## config.mk

```make
export PLATFORM = sky130hd
export DESIGN_NAME = instruction_fetch_unit_flat
export DESIGN_NICKNAME = d
export VERILOG_FILES = /design/src/rtl/instruction_fetch_unit_if.sv /design/src/rtl/instruction_fetch_unit.sv /design/src/flat_wrapper.sv
export SDC_FILE = /design/constraint.sdc
export NUM_CORES = 1
export LEC_CHECK = 0
export CAP_MARGIN = 20
export CORE_UTILIZATION = 50
export DETAILED_ROUTE_END_ITERATION = 6
export PLACE_DENSITY = 0.78
export SLEW_MARGIN = 20
export SYNTH_ARGS = -nofsm -noshare
export SYNTH_HDL_FRONTEND = slang
export SYNTH_SLANG_ARGS = --single-unit
export TNS_END_PERCENT = 30
```

## constraint.sdc

```tcl
create_clock -name clk -period 3.3 [get_ports clk]
set_input_delay 0.99 -clock clk [delete_from_list [all_inputs] [get_ports clk]]
set_output_delay 0.99 -clock clk [all_outputs]
set_load 0.05 [all_outputs]
```

## src/rtl/instruction_fetch_unit_if.sv

```systemverilog
// Fetch-unit bus: the instruction-memory req/ack port, the Controller valid/ready
// port, the branch feedback for the accepted instruction, and the halt status.
interface instruction_fetch_unit_if;
  logic        imemReq;
  logic [63:0] imemAddr;
  logic        imemAck;
  logic [31:0] imemData;
  logic        instrValid;
  logic [31:0] instruction;
  logic [63:0] instrPC;
  logic        instrReady;
  logic        unconditionalBranch;
  logic        branch;
  logic        zeroFlag;
  logic [63:0] branchOffset;
  logic        halt;
  logic        halted;

  modport master (
    output imemReq, imemAddr, instrValid, instruction, instrPC, halted,
    input  imemAck, imemData, instrReady, unconditionalBranch, branch,
           zeroFlag, branchOffset, halt
  );

  modport slave (
    input  imemReq, imemAddr, instrValid, instruction, instrPC, halted,
    output imemAck, imemData, instrReady, unconditionalBranch, branch,
           zeroFlag, branchOffset, halt
  );
endinterface

```

## src/rtl/instruction_fetch_unit.sv

```systemverilog
// LEGv8 fetch front end: holds the PC, fetches one word per request, presents it
// to the Controller and steps the PC using the branch outcome at acceptance.
module instruction_fetch_unit #(
  parameter logic [63:0] RESET_PC = 64'h0
) (
  input  logic                          clk,
  input  logic                          resetN,
  instruction_fetch_unit_if.master      bus
);
  localparam logic [63:0] RESET_PC_ALIGNED = {RESET_PC[63:2], 2'b00};

  typedef enum logic [1:0] {IDLE, FETCH, HOLD, HALT} state_t;

  state_t      state, stateNext;
  logic [63:0] pc;
  logic [63:0] instrPCq;
  logic [31:0] instrQ;
  logic        ackTaken;
  logic        accept;
  logic        taken;
  logic [63:0] nextPC;

  assign ackTaken = (state == FETCH) && bus.imemAck;
  assign accept   = (state == HOLD) && bus.instrReady;
  assign taken    = bus.unconditionalBranch | (bus.branch & bus.zeroFlag);
  // The shift drops the offset's top two bits; the add wraps modulo 2^64.
  assign nextPC   = taken ? instrPCq + {bus.branchOffset[61:0], 2'b00}
                          : instrPCq + 64'd4;

  always_ff @(posedge clk or negedge resetN) begin
    if (!resetN) state <= IDLE;
    else         state <= stateNext;
  end

  always_comb begin
    stateNext = state;
    case (state)
      IDLE:    stateNext = FETCH;
      FETCH:   if (bus.imemAck) stateNext = HOLD;
      HOLD:    if (bus.instrReady) stateNext = bus.halt ? HALT : FETCH;
      HALT:    stateNext = HALT;
      default: stateNext = IDLE;
    endcase
  end

  always_ff @(posedge clk or negedge resetN) begin
    if (!resetN) begin
      pc       <= RESET_PC_ALIGNED;
      instrQ   <= 32'h0;
      instrPCq <= 64'h0;
    end else begin
      if (ackTaken) begin
        instrQ   <= bus.imemData;
        instrPCq <= pc;
      end
      if (accept) pc <= nextPC;
    end
  end

  // Every output is a decode of the state register or a register itself.
  assign bus.imemReq     = (state == FETCH);
  assign bus.imemAddr    = pc;
  assign bus.instrValid  = (state == HOLD);
  assign bus.instruction = instrQ;
  assign bus.instrPC     = instrPCq;
  assign bus.halted      = (state == HALT);
endmodule

```

## src/flat_wrapper.sv

```systemverilog
// flat-port wrapper written by rule: the top's interface ports become plain ports
module instruction_fetch_unit_flat 
#(
  parameter logic [63:0] RESET_PC = 64'h0
)
  (clk, resetN, bus_imemReq, bus_imemAddr, bus_instrValid, bus_instruction, bus_instrPC, bus_halted, bus_imemAck, bus_imemData, bus_instrReady, bus_unconditionalBranch, bus_branch, bus_zeroFlag, bus_branchOffset, bus_halt);
  instruction_fetch_unit_if bus_i ();
  input  logic clk;
  input  logic resetN;
  output wire logic [$bits(bus_i.imemReq)-1:0] bus_imemReq;
  output wire logic [$bits(bus_i.imemAddr)-1:0] bus_imemAddr;
  output wire logic [$bits(bus_i.instrValid)-1:0] bus_instrValid;
  output wire logic [$bits(bus_i.instruction)-1:0] bus_instruction;
  output wire logic [$bits(bus_i.instrPC)-1:0] bus_instrPC;
  output wire logic [$bits(bus_i.halted)-1:0] bus_halted;
  input wire logic [$bits(bus_i.imemAck)-1:0] bus_imemAck;
  input wire logic [$bits(bus_i.imemData)-1:0] bus_imemData;
  input wire logic [$bits(bus_i.instrReady)-1:0] bus_instrReady;
  input wire logic [$bits(bus_i.unconditionalBranch)-1:0] bus_unconditionalBranch;
  input wire logic [$bits(bus_i.branch)-1:0] bus_branch;
  input wire logic [$bits(bus_i.zeroFlag)-1:0] bus_zeroFlag;
  input wire logic [$bits(bus_i.branchOffset)-1:0] bus_branchOffset;
  input wire logic [$bits(bus_i.halt)-1:0] bus_halt;
  assign bus_imemReq = bus_i.imemReq;
  assign bus_imemAddr = bus_i.imemAddr;
  assign bus_instrValid = bus_i.instrValid;
  assign bus_instruction = bus_i.instruction;
  assign bus_instrPC = bus_i.instrPC;
  assign bus_halted = bus_i.halted;
  assign bus_i.imemAck = bus_imemAck;
  assign bus_i.imemData = bus_imemData;
  assign bus_i.instrReady = bus_instrReady;
  assign bus_i.unconditionalBranch = bus_unconditionalBranch;
  assign bus_i.branch = bus_branch;
  assign bus_i.zeroFlag = bus_zeroFlag;
  assign bus_i.branchOffset = bus_branchOffset;
  assign bus_i.halt = bus_halt;
  instruction_fetch_unit #(.RESET_PC(RESET_PC)) u_core (.clk(clk), .resetN(resetN), .bus(bus_i));
endmodule
```

==> results by group, run 1 <==
Pwr
  – P per Cell Area: 709.3 nW/um2
  – Internal: between 0.006 and 0.007 W
  – Switching power: ~0.0056 W
  – Worst vdd ir: around 0.53 mV
  – Seq pwr share: 0.264
  – Switching part of the total power: 0.4684
  – Clock network power share: 0.176
  – Static Leak: just under 8 nW
  – Combinational Power Share: 0.561

Timing
  – Slew HR: 0.4522
  – Final hold vios: 0
  – Fin. max-slew vios: 0
  – Post-Route Setup TNS: -13.33 ns
  – Fin crit period: 3.791 ns
  – Final setup fails: 45
  – Hold slack final: 0.4959 ns
  – Worst Slack Setup Final: -0.4908 ns
  – Worst slew pin tran: 0.8192 ns
  – Max Fclk: between 200 and 300 MHz
  – Fin crit share: 1.149
  – RSZ-0062 raised after global routing: true
  – Clock skew: approximately 0.011 ns

Detailed routing
  – # DRC: 0
  – 1st-iter DRT viols: between 800 and 900
  – Vias: 10,750
  – Vias/cell: around 5.8
  – Final wirelength: roughly 39,000 um
  – DR pass1 iterations: 5
  – Routed len/inst: approximately 21 um
  – DRT antenna net count: 0

Yosys
  – Post-synthesis adder-cell area fraction: 0.07665
  – XOR/XNOR Fraction of Synth Area: 0.04886
  – Synth top cells by count: dfrtp_1, nand2_1, mux2_2
  – Mux share of post-synthesis cell area: 0.1058
  – Syn Std Cell Area: around 10,000 um2
  – Post-Syn Area per Cell: a little under 10 um2
  – Register bit total from synthesis: 162
  – Seq/Total Area, Yosys: 0.3967
  – Top post-synthesis cells by area: dfrtp_1, mux2_2, ha_1, nand2_1, a21oi_1
  – Simple-gate share of the synthesized area: 0.1573
  – Post-synth EDFFs: 0
  – Top_reg_cell synth: dfrtp_1
  – Top cell type's share of synthesized area: 0.3967
  – Synth Warn #: 0
  – Count leader, synth: dfrtp_1
  – Post-synth ARST share: 1.000
  – Synthesized Nets: roughly 1,200
  – Gate Count Post-Synth: about 1,100
  – Largest family of logic cells by synthesized area: compound AO/OA/AOI/OAI gates
  – Yosys cell types: 73
  – Complex-gate fraction of the synthesized area: 0.1713
  – Synth area leader: dfrtp_1

Critical path
  – Crit path DAT: 4.12 ns
  – CP Data Required Time: ~3.6 ns
  – Buf/Inv on CP: 4
  – Launch point of the worst path: bus_branch
  – Reg-to-reg slack, setup: ~0.26 ns
  – Reg2reg path depth: 13
  – RR Endpoint: u_core.bus.imemAddr[60]$_DFFE_PN0P_
  – Worst R2R Start: u_core.bus.instrPC[2]$_DFFE_PN0P_
  – CP Max Fanout: 6
  – Slowest stage delay, CP: ~0.37 ns
  – Worst Setup End Kind: flop
  – Worst path top cell family by delay: compound AO/OA/AOI/OAI gates
  – Crit-path slowest cell: fa_2
  – Crit Path Category: in2reg
  – Worst-path cell chain: buf_8 > a21oi_4 > buf_12 > buf_12 > or2_4 > ha_4 > inv_2 > fa_2 > nand2b_4 > a21oi_4 > o2111ai_4 > a21oi_2 > o41ai_2 > a21o_1 > o31a_4 > nor3_4 > o221ai_1 > nand3b_1
  – Critical Path Start Type: input pin

Clock network
  – CTS HTree Levels: 4
  – Root Driver: clkbuf_16
  – Clock Tree Buf Depth: 2
  – Worst-Skew Late Latency: around 0.45 ns
  – CTS tree: yes
  – Hold-fix buffers, CTS: 0
  – CTS sink cnt: between 150 and 200
  – Cts bufs inserted: 17
  – Clk pin slew, worst setup/hold paths: around 0.070 ns

Layout
  – Share of cells above drive strength 1: 0.3597
  – Antenna cells: 0
  – Final cell count without fillers: around 1,900
  – Post-route cell area: roughly 17,000 um2
  – Area Overhead vs Synth: 63.73%
  – # nets final: approximately 1,700

Min path
  – Hold_sp: u_core.bus.instrPC[0]$_DFFE_PN0P_
  – Hold path endpoint: u_core.bus.imemAddr[0]$_DFFE_PN0P_
  – Worst hold stages: 2
  – Worst hold-check path type: reg2reg

Placed design
  – Pre-CTS setup slack: -1.391 ns
  – Final HPWL DP: approximately 24,000 um
  – RD Place Congestion: between 0.9 and 1
  – Port bufs: 264
  – Dpl cells: ~1,800
  – Placed Area: approximately 15,000 um2

Outcome
  – Failing checks: setup timing
  – Run status: finished with violations

GRT
  – Gr ovfl total: 0
  – Gr usage total: 0.3296
  – Number of global-route vias before repair: around 11,000
  – Initial antenna violation count: 0
  – Global-route wire length before repair: 55,100 um
  – Largest net degree at the start of global routing: roughly 120

Floorplanning
  – Standard-cell rows: 51
  – I/O pin count: around 270
  – Initial core utilization: 0.5182
  – Die Area: 21,010 um2
  – Die width: ~140 um
  – Die Y: ~140 um
  – Core Region: 19,720 um2

Run
  – # Max-Cap Violations: 0
## layout make-up
type / count / area [um2]
Sequential cell: 162 / 4054
Clock buffer: 17 / 425.4
Fill cell: 1073 / 2987
Inverter: 27 / 103.9
Timing Repair Buffer: 552 / 5079
Tap cell: 265 / 331.6
Clock inverter: 15 / 185.2
Multi-Input combinational cell: 817 / 6553
## stage by stage
| stage | utilization | total power [W] |
|---|---|---|
| final | 0.8485 | 0.01187 |
| after global routing | 0.8485 | 0.01231 |
| after CTS | 0.8138 | 0.01143 |
| after detailed placement | 0.7480 | 0.009180 |
| after global placement | 0.7480 | 0.009064 |
| after floorplan | - | 0.006765 |
## logic make-up after synthesis
logic type      Yosys count
fa+ha+maj                62
buf+inv                  83
simple gates            324
mux                      96
xor+xnor                 57
compound gates          278
flops                   162
## timing repair
| item | CTS | global route |
|---|---|---|
| gates resized for setup | 94 | 109 |
| setup endpoints to repair | 53 | 45 |
| setup buffers | 26 | 34 |
| pin swaps | 72 | 69 |
| cloned | 4 | 1 |
## worst max-delay path by stage
stage                                                endpoint  cells past startpoint
after global placement    u_core.bus.imemAddr[58]$_DFFE_PN0P_                     17
after floorplan           u_core.bus.imemAddr[60]$_DFFE_PN0P_                     16
after CTS                 u_core.bus.imemAddr[58]$_DFFE_PN0P_                     17
after global routing      u_core.bus.imemAddr[56]$_DFFE_PN0P_                     19
after detailed placement  u_core.bus.imemAddr[58]$_DFFE_PN0P_                     17
final                     u_core.bus.imemAddr[60]$_DFFE_PN0P_                     18
## tightest hold or removal path, cell delays in order (launching register included)
cell	delay (ns)
dfrtp_1	0.36
nand2_1	0.06
nand2_1	0.05
## flip-flops by register name, summed over array words and instances, names as in the netlist
register                flops
u_core.bus.instrPC         64
u_core.state                2
u_core.bus.imemAddr        64
u_core.bus.instruction     32
## metal layers
metal  GRT usage  wire (um)  vias up
li1            -          -     4781
met3     0.05629       2789      177
met4      0.1489       2241        0
met5           0          0        -
met2      0.5796      19150      606
met1      0.3924      14930     5189
## power by group through the flow
stage                     clock network (W)  registers, W  logic, W
after global routing                0.00217       0.00321   0.00692
after global placement                    0       0.00310   0.00596
after detailed placement                  0       0.00313   0.00605
final                               0.00208       0.00313   0.00665
after floorplan                           0       0.00521   0.00156
after CTS                           0.00208       0.00310   0.00625
## cell usage in the layout, fill, tap and decap left out, types with 6 or more instances in the layout
cell type	instances
nor2b_4	6
clkbuf_16	18
clkdlybuf4s50_1	259
a21oi_1	57
mux2_2	96
dfrtp_1	162
a21oi_2	26
nand2_2	7
xor2_1	30
a21oi_4	8
nor2b_1	55
a21o_1	26
inv_1	24
nand4_1	17
buf_12	13
o21bai_1	15
nand3_1	16
nor2_1	32
o21ai_1	33
o21ai_0	50
ha_4	12
buf_6	14
buf_4	256
ha_1	47
xnor2_1	22
nand2_1	126
(Power assumes the default switching activity.)
==> inputs of run 2 (changes only) <==
--- a/config.mk
+++ b/config.mk
@@ -6,9 +6,9 @@
 export NUM_CORES = 1
 export LEC_CHECK = 0
 export CAP_MARGIN = 20
-export CORE_UTILIZATION = 50
+export CORE_UTILIZATION = 45
 export DETAILED_ROUTE_END_ITERATION = 6
-export PLACE_DENSITY = 0.78
+export PLACE_DENSITY = 0.74
 export SLEW_MARGIN = 20
 export SYNTH_ARGS = -nofsm -noshare
 export SYNTH_HDL_FRONTEND = slang
==> constraint.sdc (replaced) <==
create_clock -name clk -period 3.1 [get_ports clk]
set_input_delay 0.93 -clock clk [delete_from_list [all_inputs] [get_ports clk]]
set_output_delay 0.93 -clock clk [all_outputs]
set_load 0.05 [all_outputs]
==> run 2 against run 1 <==
Against the previous run: the flow finishes with violations (DRC, setup timing); final cell count is 0.59% higher; largest cell class unchanged; critical path depth unchanged; register-to-register slack got worse by 0.11 ns; critical path type unchanged; combinational power up 5.1%; largest power group unchanged; first-iteration DRC count is 2.7% lower.
==> results by group, run 2 (synthesis results as in run 1) <==
GRT
  – Met3 usage: 0.05546
  – Gr usage total: 0.2891
  – Global-route wire length before repair: around 54,000 um
  – Initial antenna violation count: 0
  – Grt peak-use layer: met2
  – Met2 usage: 0.4915
  – Number of global-route vias before repair: approximately 10,000
  – Gr ovfl total: 0
  – Global routing usage on met1: 0.3670
  – Largest net degree at the start of global routing: between 60 and 70

Timing
  – Slew HR: 0.5491
  – Fin. max-slew vios: 0
  – Max Fclk: 280.3 MHz
  – Fin crit share: 1.151
  – RSZ-0062 raised after global routing: true
  – Fin crit period: approximately 3.6 ns
  – Post-Route Setup TNS: -10.95 ns
  – Final hold vios: 0
  – Final setup fails: 43
  – Worst Slack Setup Final: -0.4672 ns
  – Worst slew pin tran: a little under 0.7 ns
  – Clock skew: between 0.01 and 0.015 ns

Detailed routing
  – # DRC: 27
  – Final wirelength: 35,470 um
  – Vias/cell: about 5.6
  – 1st-iter DRT viols: between 800 and 900
  – DR pass1 iterations: 7
  – Vias: ~10,000
  – DRT antenna net count: 0
  – Routed len/inst: 19.01 um

Clock network
  – Worst-Skew Late Latency: 0.44 ns
  – CTS sink cnt: about 160
  – Root Driver: clkbuf_16
  – CTS HTree Levels: 4
  – Clock Tree Buf Depth: 2
  – Hold-fix buffers, CTS: 0
  – Cts bufs inserted: 17
  – Clk pin slew, worst setup/hold paths: about 0.08 ns
  – CTS tree: yes

Pwr
  – P per Cell Area: ~760 nW/um2
  – Static Leak: slightly below 8 nW
  – Worst vdd ir: 0.4935 mV

Critical path
  – Crit-path most repeated cell: a21oi_4
  – Slowest stage delay, CP: 0.40 ns
  – CP Data Required Time: 3.46 ns
  – Crit path DAT: 3.93 ns
  – CP Max Fanout: 6
  – Crit Path Category: in2reg
  – Worst-path cell chain: buf_6 > a21oi_4 > buf_12 > buf_12 > buf_6 > nor2b_4 > ha_4 > a21oi_4 > nand2_2 > o2111ai_4 > buf_4 > a21oi_4 > o41ai_2 > a21o_1 > o31a_4 > nor3_4 > or4_1 > a31oi_1
  – Critical Path Start Type: input pin
  – Worst Setup End Kind: flop
  – Crit-path slowest cell: or4_1

Floorplanning
  – Standard-cell rows: 54
  – Die Y: 152.7 um
  – Die Area: 23,310 um2
  – Core Region: 22,030 um2
  – Die width: 152.7 um
  – I/O pin count: between 200 and 300
  – Initial core utilization: 0.4639

Layout
  – Fillers: around 1,500
  – Multi-input gate area: 6525 um2
  – Seq. cell area: between 4000 and 5000 um2
  – # nets final: 1,740
  – Area Overhead vs Synth: 62.58%
  – Antenna cells: 0
  – Share of cells above drive strength 1: 0.3594
  – Most frequent cells in the layout: clkdlybuf4s50_1, buf_4, dfrtp_1
  – Util after Layout: 0.7543

Placed design
  – Port bufs: between 200 and 300
  – RD Place Congestion: between 0.9 and 1
  – Final HPWL DP: 24,820 um

Min path
  – Worst hold-check path type: in2async

Outcome
  – Failing checks: DRC, setup timing
  – Run status: finished with violations

Run
  – # Max-Cap Violations: 0
[run 2: worst paths after layout]
kind	to	cells past startpoint	from	slack, ns
min in group clk	u_core.bus.imemAddr[0]$_DFFE_PN0P_	2	u_core.bus.instrPC[0]$_DFFE_PN0P_	0.50
worst min register to register	u_core.bus.imemAddr[0]$_DFFE_PN0P_	2	u_core.bus.instrPC[0]$_DFFE_PN0P_	0.50
worst max-delay path	u_core.bus.imemAddr[56]$_DFFE_PN0P_	18	bus_zeroFlag	-0.47
max in group asynchronous	u_core.bus.instrPC[15]$_DFFE_PN0P_	2	resetN	1.96
worst min-delay path	u_core.bus.imemAddr[42]$_DFFE_PN0P_	1	resetN	0.43
worst max register to register	u_core.bus.imemAddr[48]$_DFFE_PN0P_	15	u_core.bus.instrPC[2]$_DFFE_PN0P_	0.15
[run 2: critical path, delay by kind of cell]
kind	cells	cell delay, ns
compound gates	8	1.46
buf+inv	5	0.68
simple gates	4	0.58
fa+ha+maj	1	0.26
[run 2: layout make-up]
| class | count | area share |
|---|---|---|
| multi-input combinational | 817 | 0.3928 |
| timing repair buffer | 549 | 0.2989 |
| sequential | 162 | 0.2440 |
| clock buffer | 17 | 0.02561 |
| tap | 280 | 0.02109 |
| clock inverter | 14 | 0.01152 |
| inverter | 27 | 0.006100 |
[run 2: power by group]
part	switching (W)	internal (W)
sequential	0.000573	0.00277
combinational	0.00422	0.00277
clock	0.000994	0.00130
[run 2: layer usage]
metal	vias to the layer above	routed length, um
li1	4792	-
met1	5002	14300
met2	523	17520
met3	108	2586
met4	0	1071
met5	-	0
[run 2: what timing repair did]
| action | CTS | global route |
|---|---|---|
| setup endpoints to repair | 53 | 49 |
| buffers inserted | 30 | 18 |
| pin swaps | 64 | 75 |
| resized for setup | 94 | 111 |
| endpoints found under the hold margin | 0 | 0 |
[run 2: stage by stage]
| step | power (W) | setup WS [ns] | area, um2 | hold slack [ns] | cells |
|---|---|---|---|---|---|
| final | 0.01262 | -0.4672 | 16610 | 0.4293 | 1866 |
| after global routing | 0.01313 | -0.5963 | 16610 | 0.4641 | 1866 |
| after CTS | 0.01231 | -0.4888 | 16030 | 0.4525 | 1852 |
| after detailed placement | 0.009833 | -1.438 | 14840 | 0.4881 | 1792 |
| after global placement | 0.009710 | -1.294 | 14840 | 0.4645 | 1792 |
| after floorplan | 0.007202 | -0.6890 | 10290 | 0.4556 | 1062 |
